==> config.mk <==
export PLATFORM = sky130hd
export DESIGN_NAME = start_token_srl_fifo
export DESIGN_NICKNAME = d
export VERILOG_FILES = /design/src/rtl/start_token_srl_fifo.sv
export SDC_FILE = /design/constraint.sdc
export NUM_CORES = 1
export LEC_CHECK = 0
export ABC_AREA = 1
export CAP_MARGIN = 20
export CORE_AREA = 8 8 45 47
export CTS_CLUSTER_SIZE = 24
export DETAILED_ROUTE_END_ITERATION = 8
export DIE_AREA = 0 0 53 55
export MAX_ROUTING_LAYER = met4
export SLEW_MARGIN = 5
export SYNTH_ARGS = -nofsm -noshare
export SYNTH_HDL_FRONTEND = slang
export SYNTH_SLANG_ARGS = --single-unit
==> constraint.sdc <==
create_clock -name ap_clk -period 1.7 [get_ports ap_clk]
set_clock_uncertainty 0.1 [all_clocks]
set_input_delay 0.17 -clock ap_clk [delete_from_list [all_inputs] [get_ports ap_clk]]
set_output_delay 0.17 -clock ap_clk [all_outputs]
set_load 0.02 [all_outputs]
==> src/rtl/start_token_srl_fifo.sv <==
// ---------------------------------------------------------------------------
// start_token_srl_fifo
//   Small token FIFO built on a shift register. A push shifts every entry up
//   one slot and inserts the new word at index 0. The oldest entry therefore
//   sits at index cnt-1, and the read pointer follows the occupancy count.
//   Both flags are registered. There is no bypass path: a word pushed on
//   edge N becomes visible after edge N.
//
// Parameters
//   DATA_WIDTH  token/data width
//   ADDR_WIDTH  pointer width, 2**ADDR_WIDTH >= DEPTH
//   DEPTH       capacity in entries, 1..2**ADDR_WIDTH
//
// Ports
//   ap_clk             clock, rising edge
//   ap_rst_n           asynchronous active-low reset, released synchronously
//   if_write_ce        write-side clock enable
//   if_write           write request
//   if_din             write data
//   if_full_n          1 = space available (registered)
//   if_read_ce         read-side clock enable
//   if_read            read request
//   if_dout            oldest entry, combinational from storage
//   if_empty_n         1 = data available (registered)
//   if_num_data_valid  occupancy count, present only when
//                      START_TOKEN_FIFO_USEDW_EN is defined
// ---------------------------------------------------------------------------
module start_token_srl_fifo #(
    parameter int DATA_WIDTH = 1,
    parameter int ADDR_WIDTH = 1,
    parameter int DEPTH      = 2
) (
    input  logic                  ap_clk,
    input  logic                  ap_rst_n,
    input  logic                  if_write_ce,
    input  logic                  if_write,
    input  logic [DATA_WIDTH-1:0] if_din,
    output logic                  if_full_n,
    input  logic                  if_read_ce,
    input  logic                  if_read,
    output logic [DATA_WIDTH-1:0] if_dout,
    output logic                  if_empty_n
`ifdef START_TOKEN_FIFO_USEDW_EN
    ,
    output logic [ADDR_WIDTH:0]   if_num_data_valid
`endif
);

    logic [DATA_WIDTH-1:0] storage [DEPTH];
    logic [ADDR_WIDTH:0]   cnt;
    logic [ADDR_WIDTH:0]   cnt_nxt;
    logic [ADDR_WIDTH-1:0] ptr;
    logic                  push;
    logic                  pop;

    // Requests are qualified by the registered flags. A write while full
    // or a read while empty has no effect.
    assign push = if_write & if_write_ce & if_full_n;
    assign pop  = if_read  & if_read_ce  & if_empty_n;

    // Storage is intentionally left unreset. Its contents are only
    // meaningful while if_empty_n is high.
    always_ff @(posedge ap_clk) begin
        if (push) begin
            storage[0] <= if_din;
            for (int i = 1; i < DEPTH; i++) begin
                storage[i] <= storage[i-1];
            end
        end
    end

    always_comb begin
        cnt_nxt = cnt;
        case ({push, pop})
            2'b10:   cnt_nxt = cnt + (ADDR_WIDTH+1)'(1);
            2'b01:   cnt_nxt = cnt - (ADDR_WIDTH+1)'(1);
            default: cnt_nxt = cnt;
        endcase
    end

    always_ff @(posedge ap_clk or negedge ap_rst_n) begin
        if (!ap_rst_n) begin
            cnt        <= '0;
            if_empty_n <= 1'b0;
            if_full_n  <= 1'b1;
        end else begin
            cnt        <= cnt_nxt;
            if_empty_n <= (cnt_nxt != '0);
            if_full_n  <= (cnt_nxt < (ADDR_WIDTH+1)'(DEPTH));
        end
    end

    // The oldest entry is at cnt-1. The pointer saturates at 0 when the
    // FIFO is empty; dout is don't-care in that state.
    always_comb begin
        if (cnt == '0) begin
            ptr = '0;
        end else begin
            ptr = ADDR_WIDTH'(cnt - (ADDR_WIDTH+1)'(1));
        end
    end

    always_comb begin
        if_dout = '0;
        for (int i = 0; i < DEPTH; i++) begin
            if (ptr == ADDR_WIDTH'(i)) begin
                if_dout = storage[i];
            end
        end
    end

`ifdef START_TOKEN_FIFO_USEDW_EN
    assign if_num_data_valid = cnt;
`endif

endmodule

==> results of run 1 <==
==> area by class of cell <==
cell class | instances | area share (%)
tap | 16 | 4.53
inverter | 11 | 9.35
multi-input combinational | 17 | 23.5
timing repair buffer | 9 | 20.1
sequential | 6 | 36.5
clock buffer | 4 | 5.95
==> cell usage after synthesis <==
| cell type | instances |
|---|---|
| sky130_fd_sc_hd__a21oi_1 | 1 |
| sky130_fd_sc_hd__dfrtp_1 | 3 |
| sky130_fd_sc_hd__dfstp_2 | 1 |
| sky130_fd_sc_hd__edfxtp_1 | 2 |
| sky130_fd_sc_hd__ha_1 | 3 |
| sky130_fd_sc_hd__inv_1 | 11 |
| sky130_fd_sc_hd__nand2_1 | 5 |
| sky130_fd_sc_hd__nand2_2 | 2 |
| sky130_fd_sc_hd__nand3_1 | 3 |
| sky130_fd_sc_hd__nor2_1 | 1 |
| sky130_fd_sc_hd__o21ai_0 | 1 |
| sky130_fd_sc_hd__or2_1 | 1 |
==> metrics by stage <==
| step | instance area [um2] | setup TNS [ns] |
|---|---|---|
| 2_1_floorplan | 307 | 0 |
| 3_3_place_gp | 417 | 0 |
| 3_5_place_dp | 417 | -0.000166 |
| 4_1_cts | 442 | 0 |
| 5_1_grt | 442 | 0 |
| 6_report | 442 | 0 |
==> layer usage <==
layer | up-vias | GRT usage [%] | part of all wire [%]
met1 | 92 | 4.93 | 42
li1 | 127 | - | -
met4 | 0 | 2.59 | 2.2
met3 | 4 | 4.81 | 10
met2 | 7 | 7.42 | 45
met5 | - | - | 0
==> power groups by stage <==
stage	registers, mW	logic [mW]	clock network, mW
floorplan	0.272	0.172	0
global placement	0.247	0.315	0
detailed placement	0.246	0.321	0
CTS	0.243	0.311	0.156
global route	0.250	0.346	0.168
finish	0.243	0.305	0.150
==> sequential cells by signal, indices dropped and copies added, names as in the netlist <==
| register | cells |
|---|---|
| if_empty_n | 1 |
| if_full_n | 1 |
| storage | 2 |
| cnt | 2 |
==> kinds of logic (layout without fill, tap and decap cells) <==
logic type | count (synthesis) | after routing | share of synthesized area [%]
and+or+nand+nor | 12 | 12 | 18.4
buffers and inverters | 11 | 24 | 13.5
adders and majority gates | 3 | 3 | 12.2
AOI/OAI and AO/OA | 2 | 2 | 3.26
DFF | 6 | 6 | 52.7
==> worst max path at each step <==
stage	end	cells past startpoint
floorplan	if_empty_n	6
finish	if_full_n	1
global route	if_dout	4
CTS	if_full_n	1
global placement	if_empty_n	7
detailed placement	if_empty_n	7
==> repair_timing <==
action                                  in CTS  in global routing
resized for setup                            1                  0
endpoints found under the setup margin       1                  0
setup buffers                                0                  0
==> impl_metrics.xml, run 1 <==
<?xml version="1.0" encoding="UTF-8"?>
<metrics>
  <group name="outcome">
    <metric name="outcome" unit="">finished, final reports clean</metric>
  </group>
  <group name="pwr">
    <metric name="power.density_cell_area" unit="nW/um2">1580</metric>
    <metric name="swShare" unit="%">36.9</metric>
    <metric name="switching_power" unit="mW">0.257</metric>
    <metric name="fin_total_pwr" unit="mW">0.698</metric>
    <metric name="clkPwrFrac" unit="%">21.5</metric>
    <metric name="power.internal" unit="mW">0.440</metric>
    <metric name="peakVddDrop" unit="V">0.000535</metric>
    <metric name="combinationalPowerShare" unit="%">43.7</metric>
    <metric name="pwr-share-seq" unit="%">34.8</metric>
    <metric name="p_leak" unit="nW">0.234</metric>
  </group>
  <group name="detailed_routing">
    <metric name="routed_via_density" unit="">3.65</metric>
    <metric name="antenna_left" unit="">0</metric>
    <metric name="dr.first_iter.drc_count" unit="">3</metric>
    <metric name="post-route-drc-count" unit="">0</metric>
    <metric name="detail_route.wl_per_cell" unit="um">8.75</metric>
    <metric name="vias" unit="">230</metric>
    <metric name="drt_pass1_iterations" unit="">4</metric>
    <metric name="drt_wl_total" unit="um">551</metric>
  </group>
  <group name="critical_path">
    <metric name="timing.critical_path.buf_inv" unit="">1</metric>
    <metric name="timing.critical_path.cells" unit="">clkdlybuf4s50_1</metric>
    <metric name="timing.critical_path.max_delay_family" unit="">buffers and inverters</metric>
    <metric name="required" unit="ns">1.43</metric>
    <metric name="r2r-end" unit="">cnt[1]</metric>
    <metric name="r2r_setup_slack" unit="ns">0.13</metric>
    <metric name="worstSetupStartpoint" unit="">if_full_n</metric>
    <metric name="worstSetupStartpointType" unit="">flip-flop</metric>
    <metric name="crit_arrival" unit="ns">1.36</metric>
    <metric name="setup.worst_path.end_class" unit="">output pin</metric>
    <metric name="timing.setup.critical_path_class" unit="">reg -&gt; out</metric>
    <metric name="cp_max_fo" unit="">2</metric>
    <metric name="r2r.worst_path.cells" unit="">6</metric>
    <metric name="timing.critical_path.slowest_stage_cell" unit="">sky130_fd_sc_hd__clkdlybuf4s50_1</metric>
    <metric name="rr_startpoint" unit="">if_full_n</metric>
    <metric name="max_stage_delay" unit="ns">0.60</metric>
  </group>
  <group name="floorplanning">
    <metric name="dieArea" unit="um2">2920</metric>
    <metric name="core.rowCount" unit="">14</metric>
    <metric name="die_w" unit="um">53</metric>
    <metric name="floorplan.initialDensity" unit="%">22.2</metric>
    <metric name="dieHeight" unit="um">55</metric>
    <metric name="design.portCount" unit="">10</metric>
    <metric name="design.core.area" unit="um2">1380</metric>
  </group>
  <group name="finish">
    <metric name="area_delta_synth_final" unit="%">44.1</metric>
    <metric name="multi_input_comb_area" unit="um2">104</metric>
    <metric name="post_route_cells_drive_above_1_share" unit="%">12.8</metric>
    <metric name="insertedDiodeCount" unit="">0</metric>
    <metric name="finish.net_count" unit="">58</metric>
    <metric name="commonest_non_fill_non_tap_cell_in_the_layout" unit="">sky130_fd_sc_hd__inv_1</metric>
    <metric name="number_of_filler_instances_in_the_final_layout" unit="">145</metric>
    <metric name="final_core_util" unit="%">31.9</metric>
    <metric name="mostFrequentLayoutCells" unit="">11 x sky130_fd_sc_hd__inv_1, 8 x sky130_fd_sc_hd__clkdlybuf4s50_1, 5 x sky130_fd_sc_hd__nand2_1</metric>
    <metric name="register_area" unit="um2">161</metric>
    <metric name="layout.cells.non_filler" unit="">63</metric>
  </group>
  <group name="placement">
    <metric name="hpwl_reported_at_the_end_of_detailed_placement" unit="um">455</metric>
    <metric name="place_congestion" unit="">0.678</metric>
    <metric name="post-place-ws" unit="ns">-0.000166</metric>
    <metric name="placed_cells_incl_taps" unit="">59</metric>
    <metric name="placement.io_buffers" unit="">9</metric>
  </group>
  <group name="timing">
    <metric name="finalWorstSetupSlack" unit="ns">0.0690</metric>
    <metric name="max_clock_freq" unit="MHz">613</metric>
    <metric name="rsz0062_at_grt" unit="">false</metric>
    <metric name="slew_headroom" unit="%">85.5</metric>
    <metric name="tightest_slew" unit="ns">0.217</metric>
    <metric name="final_critical_period" unit="ns">1.63</metric>
    <metric name="whs" unit="ns">0.00357</metric>
    <metric name="setup_viol" unit="">0</metric>
    <metric name="final_slew_viol_count" unit="">0</metric>
    <metric name="min_period_over_period" unit="%">95.9</metric>
    <metric name="finalHoldViolations" unit="">0</metric>
  </group>
  <group name="yosys">
    <metric name="synth_cell_types" unit="">12</metric>
    <metric name="synth.area.top_cells" unit="">sky130_fd_sc_hd__dfrtp_1 24%, sky130_fd_sc_hd__edfxtp_1 20%, sky130_fd_sc_hd__inv_1 13%, sky130_fd_sc_hd__ha_1 12%, sky130_fd_sc_hd__dfstp_2 8.6%</metric>
    <metric name="synth.avg_cell_area" unit="um2">9.02</metric>
    <metric name="synth_top_cell_by_area" unit="">sky130_fd_sc_hd__dfrtp_1</metric>
    <metric name="synth.ff_latch_count" unit="">6</metric>
    <metric name="post-synth-top-area-fraction" unit="%">24.5</metric>
    <metric name="yosysWarnings" unit="">0</metric>
    <metric name="syn-instance-count" unit="">34</metric>
    <metric name="synthesis.nets" unit="">44</metric>
    <metric name="part_of_the_yosys_area_used_for_sequential_elements" unit="%">52.7</metric>
    <metric name="syn-cell-area" unit="um2">307</metric>
  </group>
  <group name="clock_network">
    <metric name="cts_sinks" unit="">6</metric>
    <metric name="h_tree_levels" unit="">1</metric>
    <metric name="clk_transition_reported_paths" unit="ns">0.06</metric>
    <metric name="clockBufferDepth" unit="">2</metric>
    <metric name="tritoncts.num_buffers" unit="">3</metric>
    <metric name="tritoncts" unit="">built</metric>
    <metric name="cts_root_buf" unit="">sky130_fd_sc_hd__clkbuf_4</metric>
    <metric name="clkLatencyLatePin" unit="ns">0.26</metric>
    <metric name="post_cts_hold_buffer_count" unit="">0</metric>
  </group>
  <group name="global_routing">
    <metric name="grt_start_max_net_pins" unit="">5</metric>
    <metric name="grt_first_pass_wirelength" unit="um">986</metric>
    <metric name="grt_usage" unit="%">5.32</metric>
    <metric name="grt_remaining_overflow" unit="">0</metric>
    <metric name="vias_in_the_first_global_route" unit="">244</metric>
    <metric name="antenna_found_initial" unit="">0</metric>
  </group>
  <group name="worst_hold_path">
    <metric name="min_path_type" unit="">in -&gt; async</metric>
  </group>
  <group name="run">
    <metric name="maxCapViolCount" unit="">0</metric>
  </group>
</metrics>
Power figures use the tool's default switching activity.
==> run 2: changes to the inputs <==
--- a/config.mk
+++ b/config.mk
@@ -6,6 +6,7 @@
 export NUM_CORES = 1
 export LEC_CHECK = 0
 export ABC_AREA = 1
+export ABC_CLOCK_PERIOD_IN_PS = 1700
 export CAP_MARGIN = 20
 export CORE_AREA = 8 8 45 47
 export CTS_CLUSTER_SIZE = 24
==> results of run 2 <==
Same layout as run 1: the final DEF is identical, and so are final timing and power.
==> run 3: changes to the inputs <==
--- a/config.mk
+++ b/config.mk
@@ -8,10 +8,10 @@
 export ABC_AREA = 1
 export ABC_CLOCK_PERIOD_IN_PS = 1700
 export CAP_MARGIN = 20
-export CORE_AREA = 8 8 45 47
+export CORE_AREA = 5 5 42 44
 export CTS_CLUSTER_SIZE = 24
 export DETAILED_ROUTE_END_ITERATION = 8
-export DIE_AREA = 0 0 53 55
+export DIE_AREA = 0 0 47 49
 export MAX_ROUTING_LAYER = met4
 export SLEW_MARGIN = 5
 export SYNTH_ARGS = -nofsm -noshare
==> run 3 against run 2 <==
  * Global-route usage rose by 1.0 points
  * Wire length up 0.36%
  * Critical endpoint unchanged
  * Clock-buffer cell count unchanged
  * Worst hold slack improved by 0.37 ns
  * Highest routed layer is now met3
  * Largest power group unchanged
  * Total power shrank 0.38%
  * Cell area increased by 1.4%
==> impl_metrics.xml, run 3 (synthesized netlist as in run 1, its figures left out) <==
<?xml version="1.0" encoding="UTF-8"?>
<metrics>
  <group name="critical_path">
    <metric name="max_stage_delay" unit="ns">0.60</metric>
    <metric name="timing.setup.critical_path_class" unit="">reg -&gt; out</metric>
    <metric name="timing.critical_path.buf_inv" unit="">1</metric>
    <metric name="worstSetupStartpointType" unit="">flip-flop</metric>
    <metric name="setup.worst_path.end_class" unit="">output pin</metric>
    <metric name="cp_max_fo" unit="">2</metric>
    <metric name="timing.critical_path.cells" unit="">clkdlybuf4s50_1</metric>
    <metric name="timing.critical_path.max_delay_family" unit="">buffers and inverters</metric>
    <metric name="timing.critical_path.slowest_stage_cell" unit="">sky130_fd_sc_hd__clkdlybuf4s50_1</metric>
    <metric name="crit_arrival" unit="ns">1.36</metric>
    <metric name="required" unit="ns">1.43</metric>
  </group>
  <group name="timing">
    <metric name="final_critical_period" unit="ns">1.63</metric>
    <metric name="final_slew_viol_count" unit="">0</metric>
    <metric name="rsz0062_at_grt" unit="">false</metric>
    <metric name="finalWorstSetupSlack" unit="ns">0.0688</metric>
    <metric name="finalHoldViolations" unit="">0</metric>
    <metric name="max_clock_freq" unit="MHz">613</metric>
    <metric name="slew_headroom" unit="%">85.7</metric>
    <metric name="tightest_slew" unit="ns">0.214</metric>
    <metric name="final.setup.tns" unit="ns">0</metric>
    <metric name="setup_viol" unit="">0</metric>
    <metric name="whs" unit="ns">0.375</metric>
    <metric name="min_period_over_period" unit="%">96.0</metric>
  </group>
  <group name="detailed_routing">
    <metric name="vias" unit="">236</metric>
    <metric name="drt_wl_total" unit="um">553</metric>
    <metric name="dr.first_iter.drc_count" unit="">5</metric>
    <metric name="detail_route.wl_per_cell" unit="um">8.64</metric>
    <metric name="antenna_left" unit="">0</metric>
    <metric name="post-route-drc-count" unit="">0</metric>
    <metric name="routed_via_density" unit="">3.69</metric>
    <metric name="drt_pass1_iterations" unit="">4</metric>
  </group>
  <group name="finish">
    <metric name="final_core_util" unit="%">32.0</metric>
    <metric name="finish.net_count" unit="">59</metric>
    <metric name="commonest_non_fill_non_tap_cell_in_the_layout" unit="">sky130_fd_sc_hd__inv_1</metric>
    <metric name="post_route_cells_drive_above_1_share" unit="%">14.6</metric>
    <metric name="insertedDiodeCount" unit="">0</metric>
    <metric name="area_delta_synth_final" unit="%">46.1</metric>
    <metric name="mostFrequentLayoutCells" unit="">11 x sky130_fd_sc_hd__inv_1, 8 x sky130_fd_sc_hd__clkdlybuf4s50_1, 5 x sky130_fd_sc_hd__nand2_1</metric>
    <metric name="registers_with_the_highest_flip_flop_counts" unit="">cnt x2, storage x2</metric>
  </group>
  <group name="floorplanning">
    <metric name="design.portCount" unit="">10</metric>
    <metric name="dieArea" unit="um2">2300</metric>
    <metric name="die_w" unit="um">47</metric>
    <metric name="dieHeight" unit="um">49</metric>
    <metric name="core.rowCount" unit="">14</metric>
    <metric name="design.core.area" unit="um2">1400</metric>
    <metric name="floorplan.initialDensity" unit="%">21.9</metric>
  </group>
  <group name="pwr">
    <metric name="fin_total_pwr" unit="mW">0.695</metric>
    <metric name="power.density_cell_area" unit="nW/um2">1550</metric>
    <metric name="peakVddDrop" unit="V">0.000525</metric>
    <metric name="p_leak" unit="nW">0.237</metric>
  </group>
  <group name="global_routing">
    <metric name="antenna_found_initial" unit="">0</metric>
    <metric name="grt_remaining_overflow" unit="">0</metric>
    <metric name="grt_start_max_net_pins" unit="">5</metric>
    <metric name="grt_first_pass_wirelength" unit="um">952</metric>
    <metric name="grt_usage" unit="%">6.33</metric>
    <metric name="vias_in_the_first_global_route" unit="">254</metric>
  </group>
  <group name="outcome">
    <metric name="outcome" unit="">finished, final reports clean</metric>
  </group>
  <group name="clock_network">
    <metric name="tritoncts" unit="">built</metric>
    <metric name="cts_root_buf" unit="">sky130_fd_sc_hd__clkbuf_4</metric>
    <metric name="post_cts_buffers" unit="">0</metric>
    <metric name="cts_sinks" unit="">6</metric>
    <metric name="tritoncts.num_buffers" unit="">3</metric>
    <metric name="h_tree_levels" unit="">1</metric>
    <metric name="clockBufferDepth" unit="">2</metric>
    <metric name="clk_transition_reported_paths" unit="ns">0.06</metric>
    <metric name="clkLatencyLatePin" unit="ns">0.26</metric>
  </group>
  <group name="placement">
    <metric name="placement.io_buffers" unit="">9</metric>
    <metric name="place_congestion" unit="">0.636</metric>
    <metric name="post-place-ws" unit="ns">0.0161</metric>
    <metric name="hpwl_reported_at_the_end_of_detailed_placement" unit="um">461</metric>
  </group>
  <group name="worst_hold_path">
    <metric name="min_path_type" unit="">reg -&gt; reg</metric>
  </group>
  <group name="run">
    <metric name="maxCapViolCount" unit="">0</metric>
  </group>
</metrics>
run 3: cell types whose count changed in the layout (fill, tap and decap cells not counted):
cell,previous run,this run
sky130_fd_sc_hd__dlygate4sd3_1,0,1
sky130_fd_sc_hd__clkbuf_2,0,1
sky130_fd_sc_hd__dlygate4sd2_1,1,0
run 3: cell type report:
| type | instances | area, um2 |
|---|---|---|
| Fill cell | 158 | 953 |
| Tap cell | 16 | 20.0 |
| Timing Repair Buffer | 10 | 95.1 |
| Multi-Input combinational cell | 17 | 104 |
| Sequential cell | 6 | 161 |
| Inverter | 11 | 41.3 |
| Clock buffer | 4 | 26.3 |
run 3: where the power goes:
part	switching, mW	internal (mW)	total, mW
combinational	0.167	0.134	0.301
clock	0.0607	0.0895	0.150
sequential	0.0292	0.215	0.244
run 3: metrics by stage:
stage | area (um2) | cells
finish | 448 | 64
CTS | 452 | 64
global placement | 417 | 59
floorplan | 307 | 34
global route | 448 | 64
detailed placement | 417 | 59
run 3: worst paths after layout:
path	from	end	slack (ns)	cells after the start
max reg2reg	if_full_n	if_empty_n	0.14	6
max	if_full_n	if_full_n	0.07	1
min	storage[0][0]	storage[0][1]	0.38	0
max in group asynchronous	ap_rst_n	if_full_n	0.71	2
min in group asynchronous	ap_rst_n	cnt[0]	0.54	2
min reg2reg	storage[0][0]	storage[0][1]	0.38	0
run 3: metal layers:
| layer | wire length, um | vias up | global-route usage, % |
|---|---|---|---|
| li1 | - | 127 | - |
| met1 | 229 | 105 | 6.07 |
| met2 | 287 | 4 | 8.82 |
| met3 | 36 | 0 | 5.54 |
| met4 | 0 | 0 | 2.76 |
| met5 | 0 | - | - |
run 3: repair_timing:
item / 4_1_cts / 5_1_grt
hold buffers: 1 / 0
resized for setup: 1 / 3
setup endpoints to repair: 1 / 1
endpoints found under the hold margin: 1 / 0
cloned: 0 / 0
pin swaps: 0 / 0
